## src/rtl/painterengine_gpu_dma_pkg.sv

```systemverilog
// rtl/painterengine_gpu_dma_pkg.sv - shared states, error codes and constants for the GPU DMA multi-reader
package painterengine_gpu_dma_pkg;

   typedef enum logic [2:0] {
      ST_IDLE        = 3'd0,
      ST_PARAM_CHECK = 3'd1,
      ST_CALC        = 3'd2,
      ST_ADDR        = 3'd3,
      ST_DATA        = 3'd4,
      ST_DONE        = 3'd5,
      ST_ERROR       = 3'd6
   } dma_state_e;

   typedef enum logic [2:0] {
      ERR_OK         = 3'd0,
      ERR_ROUTER     = 3'd1,
      ERR_ADDRESS    = 3'd2,
      ERR_AR_TIMEOUT = 3'd3,
      ERR_R_TIMEOUT  = 3'd4,
      ERR_PROTOCOL   = 3'd5,
      ERR_SLAVE      = 3'd6,
      ERR_RESERVED   = 3'd7
   } dma_error_e;

   localparam logic [31:0] BOUNDARY_4K   = 32'h0000_1000;
   localparam logic [3:0]  AR_CACHE      = 4'b0010;
   localparam logic [1:0]  AR_BURST_INCR = 2'b01;

   // Index of the lowest set bit; 0 when nothing is set.
   function automatic logic [2:0] lowest_index(input logic [7:0] v);
      lowest_index = 3'd0;
      for (int i = 7; i >= 0; i--) begin
         if (v[i]) lowest_index = 3'(i);
      end
   endfunction

endpackage

```

## src/rtl/painterengine_gpu_dma_burst_calc.sv

```systemverilog
// rtl/painterengine_gpu_dma_burst_calc.sv - next burst length limited by remaining beats, burst window and 4 KiB page
module painterengine_gpu_dma_burst_calc
   import painterengine_gpu_dma_pkg::*;
#(
   parameter int P_DATA_WIDTH = 32,
   parameter int P_MAX_BURST  = 256
) (
   input  logic [31:0] addr_i,
   input  logic [31:0] remaining_i,
   output logic [8:0]  burst_len_o
);

   localparam int BEAT_SHIFT = $clog2(P_DATA_WIDTH / 8);

   logic [31:0] beat_idx;
   logic [31:0] window_room;
   logic [31:0] page_room;
   logic [31:0] limit;

   always_comb begin
      beat_idx    = addr_i >> BEAT_SHIFT;
      window_room = 32'(P_MAX_BURST) - (beat_idx & 32'(P_MAX_BURST - 1));
      page_room   = (BOUNDARY_4K - (addr_i & (BOUNDARY_4K - 32'd1))) >> BEAT_SHIFT;
      limit       = (window_room < page_room) ? window_room : page_room;
      if (remaining_i < limit) limit = remaining_i;
      burst_len_o = 9'(limit);
   end

endmodule

```

## src/rtl/painterengine_gpu_dma_multi_reader.sv

```systemverilog
// rtl/painterengine_gpu_dma_multi_reader.sv - AXI read DMA splitting transfers into bursts and steering data to one channel
module painterengine_gpu_dma_multi_reader
   import painterengine_gpu_dma_pkg::*;
#(
   parameter int P_CHANNELS     = 4,
   parameter int P_DATA_WIDTH   = 32,
   parameter int P_MAX_BURST    = 256,
   parameter int P_TIMEOUT_BITS = 19
) (
   input  logic                               i_wire_clock,
   input  logic                               i_wire_resetn,
   input  logic                               i_wire_start,
   input  logic [P_CHANNELS-1:0]              i_wire_router,
   input  logic [P_CHANNELS*32-1:0]           i_wire_address,
   input  logic [P_CHANNELS*32-1:0]           i_wire_length,
   output logic                               o_wire_busy,
   output logic                               o_wire_done,
   output logic                               o_wire_error,
   output logic [2:0]                         o_wire_error_type,
   output logic [31:0]                        o_wire_beat_count,
   output logic [P_CHANNELS*P_DATA_WIDTH-1:0] o_wire_data,
   output logic [P_CHANNELS-1:0]              o_wire_data_valid,
   input  logic [P_CHANNELS-1:0]              i_wire_data_next,
   output logic [31:0]                        o_wire_M_AXI_ARADDR,
   output logic [7:0]                         o_wire_M_AXI_ARLEN,
   output logic [2:0]                         o_wire_M_AXI_ARSIZE,
   output logic [1:0]                         o_wire_M_AXI_ARBURST,
   output logic                               o_wire_M_AXI_ARVALID,
   output logic                               o_wire_M_AXI_ARID,
   output logic                               o_wire_M_AXI_ARLOCK,
   output logic [3:0]                         o_wire_M_AXI_ARCACHE,
   output logic [2:0]                         o_wire_M_AXI_ARPROT,
   output logic [3:0]                         o_wire_M_AXI_ARQOS,
   input  logic                               i_wire_M_AXI_ARREADY,
   input  logic                               i_wire_M_AXI_RID,
   input  logic [P_DATA_WIDTH-1:0]            i_wire_M_AXI_RDATA,
   input  logic [1:0]                         i_wire_M_AXI_RRESP,
   input  logic                               i_wire_M_AXI_RLAST,
   input  logic                               i_wire_M_AXI_RVALID,
   output logic                               o_wire_M_AXI_RREADY
);

   localparam int BEAT_BYTES = P_DATA_WIDTH / 8;

   dma_state_e                state_q, state_d;
   dma_error_e                err_q, err_d;
   logic [P_CHANNELS-1:0]     router_q, router_d;
   logic [31:0]               addr_q, addr_d;
   logic [31:0]               remaining_q, remaining_d;
   logic [31:0]               beat_count_q, beat_count_d;
   logic [7:0]                arlen_q, arlen_d;
   logic [8:0]                burst_cnt_q, burst_cnt_d;
   logic [P_TIMEOUT_BITS-1:0] stall_q, stall_d;

   logic        start_ok, rready, r_beat, stall_expired, misaligned;
   logic [2:0]  chan_idx, start_idx;
   logic [31:0] start_addr, start_len;
   logic [8:0]  burst_len;
   logic        unused_rid;

   assign unused_rid    = i_wire_M_AXI_RID;
   assign start_idx     = lowest_index(8'(i_wire_router));
   assign chan_idx      = lowest_index(8'(router_q));
   assign start_ok      = i_wire_start && (state_q inside {ST_IDLE, ST_DONE, ST_ERROR});
   assign r_beat        = i_wire_M_AXI_RVALID && rready;
   assign stall_expired = stall_q[P_TIMEOUT_BITS-1];
   assign misaligned    = |(addr_q & 32'(BEAT_BYTES - 1));

   painterengine_gpu_dma_burst_calc #(
      .P_DATA_WIDTH (P_DATA_WIDTH),
      .P_MAX_BURST  (P_MAX_BURST)
   ) u_burst_calc (
      .addr_i      (addr_q),
      .remaining_i (remaining_q),
      .burst_len_o (burst_len)
   );

   always_comb begin
      start_addr = '0;
      start_len  = '0;
      for (int c = 0; c < P_CHANNELS; c++) begin
         if (start_idx == 3'(c)) begin
            start_addr = i_wire_address[c*32 +: 32];
            start_len  = i_wire_length[c*32 +: 32];
         end
      end
   end

   always_ff @(posedge i_wire_clock or negedge i_wire_resetn) begin
      if (!i_wire_resetn) begin
         state_q      <= ST_IDLE;
         err_q        <= ERR_OK;
         router_q     <= '0;
         addr_q       <= '0;
         remaining_q  <= '0;
         beat_count_q <= '0;
         arlen_q      <= '0;
         burst_cnt_q  <= '0;
         stall_q      <= '0;
      end else begin
         state_q      <= state_d;
         err_q        <= err_d;
         router_q     <= router_d;
         addr_q       <= addr_d;
         remaining_q  <= remaining_d;
         beat_count_q <= beat_count_d;
         arlen_q      <= arlen_d;
         burst_cnt_q  <= burst_cnt_d;
         stall_q      <= stall_d;
      end
   end

   always_comb begin
      state_d = state_q;
      err_d   = err_q;
      case (state_q)
         ST_IDLE, ST_DONE, ST_ERROR: begin
            if (start_ok) begin
               state_d = ST_PARAM_CHECK;
               err_d   = ERR_OK;
            end
         end
         ST_PARAM_CHECK: begin
            if (!$onehot(router_q)) begin
               state_d = ST_ERROR;
               err_d   = ERR_ROUTER;
            end else if (remaining_q == '0 || misaligned) begin
               state_d = ST_ERROR;
               err_d   = ERR_ADDRESS;
            end else begin
               state_d = ST_CALC;
            end
         end
         ST_CALC: state_d = ST_ADDR;
         ST_ADDR: begin
            if (i_wire_M_AXI_ARREADY) begin
               state_d = ST_DATA;
            end else if (stall_expired) begin
               state_d = ST_ERROR;
               err_d   = ERR_AR_TIMEOUT;
            end
         end
         ST_DATA: begin
            // A slave error outranks a framing error on the same beat.
            if (r_beat) begin
               if (i_wire_M_AXI_RRESP != 2'b00) begin
                  state_d = ST_ERROR;
                  err_d   = ERR_SLAVE;
               end else if ((burst_cnt_q == 9'd1) != i_wire_M_AXI_RLAST) begin
                  state_d = ST_ERROR;
                  err_d   = ERR_PROTOCOL;
               end else if (burst_cnt_q == 9'd1) begin
                  state_d = (remaining_q == 32'd1) ? ST_DONE : ST_CALC;
               end
            end else if (stall_expired) begin
               state_d = ST_ERROR;
               err_d   = ERR_R_TIMEOUT;
            end
         end
         default: state_d = ST_IDLE;
      endcase
   end

   always_comb begin
      router_d     = router_q;
      addr_d       = addr_q;
      remaining_d  = remaining_q;
      beat_count_d = beat_count_q;
      arlen_d      = arlen_q;
      burst_cnt_d  = burst_cnt_q;
      stall_d      = stall_q;
      if (start_ok) begin
         router_d     = i_wire_router;
         addr_d       = start_addr;
         remaining_d  = start_len;
         beat_count_d = '0;
         stall_d      = '0;
      end
      case (state_q)
         ST_CALC: begin
            arlen_d = 8'(burst_len - 9'd1);
            stall_d = '0;
         end
         ST_ADDR: begin
            if (i_wire_M_AXI_ARREADY) begin
               burst_cnt_d = {1'b0, arlen_q} + 9'd1;
               stall_d     = '0;
            end else begin
               stall_d = stall_q + P_TIMEOUT_BITS'(1);
            end
         end
         ST_DATA: begin
            if (r_beat) begin
               addr_d       = addr_q + 32'(BEAT_BYTES);
               remaining_d  = remaining_q - 32'd1;
               beat_count_d = beat_count_q + 32'd1;
               burst_cnt_d  = burst_cnt_q - 9'd1;
               stall_d      = '0;
            end else begin
               stall_d = stall_q + P_TIMEOUT_BITS'(1);
            end
         end
         default: ;
      endcase
   end

   // Steering follows the channel latched at start, never the live router.
   always_comb begin
      o_wire_busy          = state_q inside {ST_PARAM_CHECK, ST_CALC, ST_ADDR, ST_DATA};
      o_wire_done          = (state_q == ST_DONE);
      o_wire_error         = (state_q == ST_ERROR);
      o_wire_M_AXI_ARVALID = (state_q == ST_ADDR);
      rready               = 1'b0;
      o_wire_data          = '0;
      o_wire_data_valid    = '0;
      for (int c = 0; c < P_CHANNELS; c++) begin
         if (state_q == ST_DATA && chan_idx == 3'(c)) begin
            rready                                      = i_wire_data_next[c];
            o_wire_data[c*P_DATA_WIDTH +: P_DATA_WIDTH] = i_wire_M_AXI_RDATA;
            o_wire_data_valid[c]                        = i_wire_M_AXI_RVALID;
         end
      end
   end

   assign o_wire_M_AXI_RREADY  = rready;
   assign o_wire_error_type    = err_q;
   assign o_wire_beat_count    = beat_count_q;
   assign o_wire_M_AXI_ARADDR  = addr_q;
   assign o_wire_M_AXI_ARLEN   = arlen_q;
   assign o_wire_M_AXI_ARSIZE  = 3'($clog2(BEAT_BYTES));
   assign o_wire_M_AXI_ARBURST = AR_BURST_INCR;
   assign o_wire_M_AXI_ARID    = 1'b0;
   assign o_wire_M_AXI_ARLOCK  = 1'b0;
   assign o_wire_M_AXI_ARCACHE = AR_CACHE;
   assign o_wire_M_AXI_ARPROT  = 3'b000;
   assign o_wire_M_AXI_ARQOS   = 4'b0000;

endmodule

```

## config.mk

```make
export PLATFORM = sky130hd
export DESIGN_NAME = painterengine_gpu_dma_multi_reader
export DESIGN_NICKNAME = d
export VERILOG_FILES = /design/src/rtl/painterengine_gpu_dma_pkg.sv /design/src/rtl/painterengine_gpu_dma_burst_calc.sv /design/src/rtl/painterengine_gpu_dma_multi_reader.sv
export SDC_FILE = /design/constraint.sdc
export NUM_CORES = 1
export LEC_CHECK = 0
export CAP_MARGIN = 30
export CELL_PAD_IN_SITES_DETAIL_PLACEMENT = 1
export CELL_PAD_IN_SITES_GLOBAL_PLACEMENT = 1
export CORE_AREA = 3 3 208 210
export DETAILED_ROUTE_END_ITERATION = 10
export DIE_AREA = 0 0 211 213
export GPL_TIMING_DRIVEN = 0
export PLACE_DENSITY = 0.83
export SLEW_MARGIN = 40
export SYNTH_ARGS = -nofsm -noshare
export SYNTH_HDL_FRONTEND = slang
export SYNTH_SLANG_ARGS = --single-unit
```

## constraint.sdc

```tcl
create_clock -name i_wire_clock -period 11.73 [get_ports i_wire_clock]
set_input_delay 2.346 -clock i_wire_clock [delete_from_list [all_inputs] [get_ports i_wire_clock]]
set_output_delay 2.346 -clock i_wire_clock [all_outputs]
set_load 0.02 [all_outputs]
```

==> run_results.csv <==
group,metric,value,unit
outcome,run_status,"complete, no violations",
sta,slew_headroom,39.6,%
yosys,synth_area_leaders,"dfrtp_1, nand2_1, and2_1",
yosys,muxShareOfSynthArea,1.95,%
worst_setup_path,cpMostUsedCell,"nor2_1",
detailed_routing,dr.pass1.iters,5,
detailed_routing,first_iter_violations,1105,
layout,area_growth,55.7,%
flow_run,cap_violations,0,
sta,tightestPinTransition,906,ps
sta,slew_violations,0,
pwr,power_leakage,7.40,nW
floorplan,die_y,213,um
global_routing,grt_max_degree,60,
layout,drive_gt1_share,4.67,%
placement,dp_slack,4880,ps
clock_network,htree_levels,4,
yosys,synthXorXnorAreaFrac,2.23,%
pwr,fin_total_pwr,3.74,mW
sta,finalWorstSetupSlack,4850,ps
yosys,synth-simple-area-share,30.0,%
floorplan,die-area,0.0449,mm2
yosys,syn_area,0.0118,mm2
yosys,synth_top_cell_area_share,30.1,%
detailed_routing,drc,0,
sta,hold_viol,0,
floorplan,coreArea,0.0418,mm2
worst_setup_path,rr_worst_depth,30,
yosys,yosys.area.top_type,"dfrtp_1",
hold_path,min-delay-path-class,"register to register",
floorplan,fp-row-count,75,
sta,final.setup.tns,0,ps
clock_network,post_cts_buffers,0,
clock_network,clk-insertion-delay-late,440,ps
pwr,p_per_area,203,mW/mm2
yosys,synth-main-ff-cell,"dfrtp_1",
yosys,seq_area_frac_synth,30.1,%
yosys,syn_inst,1575,
worst_setup_path,critPathKind,"register to register",
worst_setup_path,cp.required,12030,ps
worst_setup_path,slowest_stage,"clkbuf_1",
yosys,ys_warn_count,0,
sta,fmax,145,MHz
global_routing,antenna_found_initial,7,
layout,final_nets,2465,
global_routing,grt_pass1_wl,103000,um
yosys,async_flop_share,100,%
detailed_routing,postRouteAntennaNets,0,
placement,gp_routability_congestion,0.971,
worst_setup_path,crit_fanout,10,
yosys,synth_most_common_cell,"nand2_1",
clock_network,clkTransAtPathRegs,60,ps
worst_setup_path,startpoint_type,"register",
detailed_routing,viasPerCell,5.64,
sta,setup_viol,0,
worst_setup_path,cp.arrival,7180,ps
worst_setup_path,cp-end-kind,"register",
yosys,synth_common_cells,"nand2_1, dfrtp_1, o21ai_0",
detailed_routing,routed_wl,72100,um
placement,port_buffers,515,
clock_network,cts_inserted_buffers,17,
yosys,syn_area_per_cell,7.50,um2
sta,finalCritPeriodShare,58.6,%
yosys,synth_top_family_by_area,"simple AND/OR/NAND/NOR gates",
pwr,vdd_drop_max,0.000110,V
detailed_routing,vias,15100,
clock_network,cts_root_buf,"clkbuf_16",
yosys,ys_seq_elements,142,
clock_network,clock_path_buffers,2,
floorplan,start_util,28.3,%
floorplan,io_pins,535,
hold_path,min_path_cells,1,
yosys,synth-edff-count,0,
global_routing,grt_overflow_total,0,
yosys,synth_fa_ha_area_share,3.24,%
layout,utilization,44.0,%
sta,fin_crit,6880,ps
global_routing,grt_pass1_vias,15700,
detailed_routing,wl_per_cell,26.8,um
clock_network,clock-sinks,142,
sta,rsz0062_at_grt,"no",
yosys,ys_types,82,
clock_network,tritoncts,"done",
clock_network,ctsResizeCount,0,
clock_network,hold_buffers,0,
worst_setup_path,cp_slowest_stage_delay,560,ps
yosys,synth_compound_area_share,25.9,%
floorplan,die_w,211,um
global_routing,grtUsageTotal,30.9,%
sta,fin_skew,10.5,ps
placement,hpwl,58800,um
-- logic make-up (layout without fill, tap and decap cells) --
kind of cell / count (synthesis) / after routing
AOI/OAI and AO/OA: 480 / 480
and+or+nand+nor: 694 / 694
other: 2 / 23
buffers and inverters: 177 / 727
muxes: 20 / 20
DFF: 142 / 142
xor gates and xnor gates: 30 / 30
adders and majority gates: 30 / 30
-- worst max-delay path: cells and delay by family (launching register included) --
family	cells	cell delay [ps]
simple gates	9	1530
flops	1	410
xor+xnor	2	450
buf+inv	5	1150
fa+ha+maj	3	940
compound gates	10	1920
mux	1	320
-- layout by cell type, fill, tap and decap left out, drive strengths merged, types with 22 or more instances in the layout --
| cell type | count |
|---|---|
| nand3 | 86 |
| inv | 52 |
| buf | 40 |
| nor3 | 36 |
| and3 | 56 |
| nand2 | 214 |
| dfrtp | 142 |
| clkbuf | 113 |
| o211ai | 22 |
| o21ai | 147 |
| clkdlybuf4s50 | 514 |
| nor2 | 101 |
| o22ai | 24 |
| a21oi | 131 |
| and2 | 109 |
| ha | 29 |
| a221oi | 41 |
-- sequential cells by signal, indices dropped and copies added, names as in the netlist --
signal	count
remaining_q	32
stall_q	19
o_wire_beat_count	32
o_wire_M_AXI_ARLEN	8
router_q	4
o_wire_M_AXI_ARADDR	32
o_wire_error_type	3
state_q	3
burst_cnt_q	9
-- path summary, 6_finish.rpt --
| path | startpoint | end | slack (ps) |
|---|---|---|---|
| min in group asynchronous | i_wire_resetn | o_wire_M_AXI_ARADDR[0] | 1770 |
| worst max register to register | o_wire_M_AXI_ARADDR[0] | o_wire_M_AXI_ARLEN[6] | 4850 |
| worst max-delay path | o_wire_M_AXI_ARADDR[0] | o_wire_M_AXI_ARLEN[6] | 4850 |
| max in group asynchronous | i_wire_resetn | o_wire_M_AXI_ARADDR[31] | 8990 |
| worst min-delay path | remaining_q[21] | remaining_q[21] | 490 |
| worst min register to register | remaining_q[21] | remaining_q[21] | 490 |
-- power by group --
group          total [mW]  leakage, nW  switching, mW  internal [mW]
clock network       0.562        0.276          0.231          0.330
logic                2.31         5.32           1.41          0.901
registers           0.868         1.80          0.219          0.649
total                3.74         7.40           1.86           1.88
-- cell type report --
type	count	area (um2)
Clock inverter	9	109
Timing Repair Buffer	518	5220
Sequential cell	142	3550
Clock buffer	23	478
Buffer	126	588
Multi-Input combinational cell	1274	7570
Antenna cell	3	7.51
Inverter	51	191
Tap cell	539	674
Fill cell	5086	23400
-- per-layer routing --
layer | wire, um | share of wire, % | vias to the layer above | GRT usage [%]
met4 | 5750 | 8.0 | 6 | 22.1
li1 | - | - | 6785 | -
met5 | 53 | 0.074 | - | 0
met3 | 5470 | 7.6 | 193 | 7.32
met1 | 25000 | 35 | 7401 | 31.6
met2 | 35800 | 50 | 752 | 55.6
-- stage by stage --
step	area [um2]	hold WS [ps]	std cells
2_1_floorplan	11900	449	1593
3_3_place_gp	17700	460	2647
3_5_place_dp	17800	467	2649
4_1_cts	18400	481	2681
5_1_grt	18400	486	2683
6_report	18400	486	2685
(Power assumes the default switching activity.)
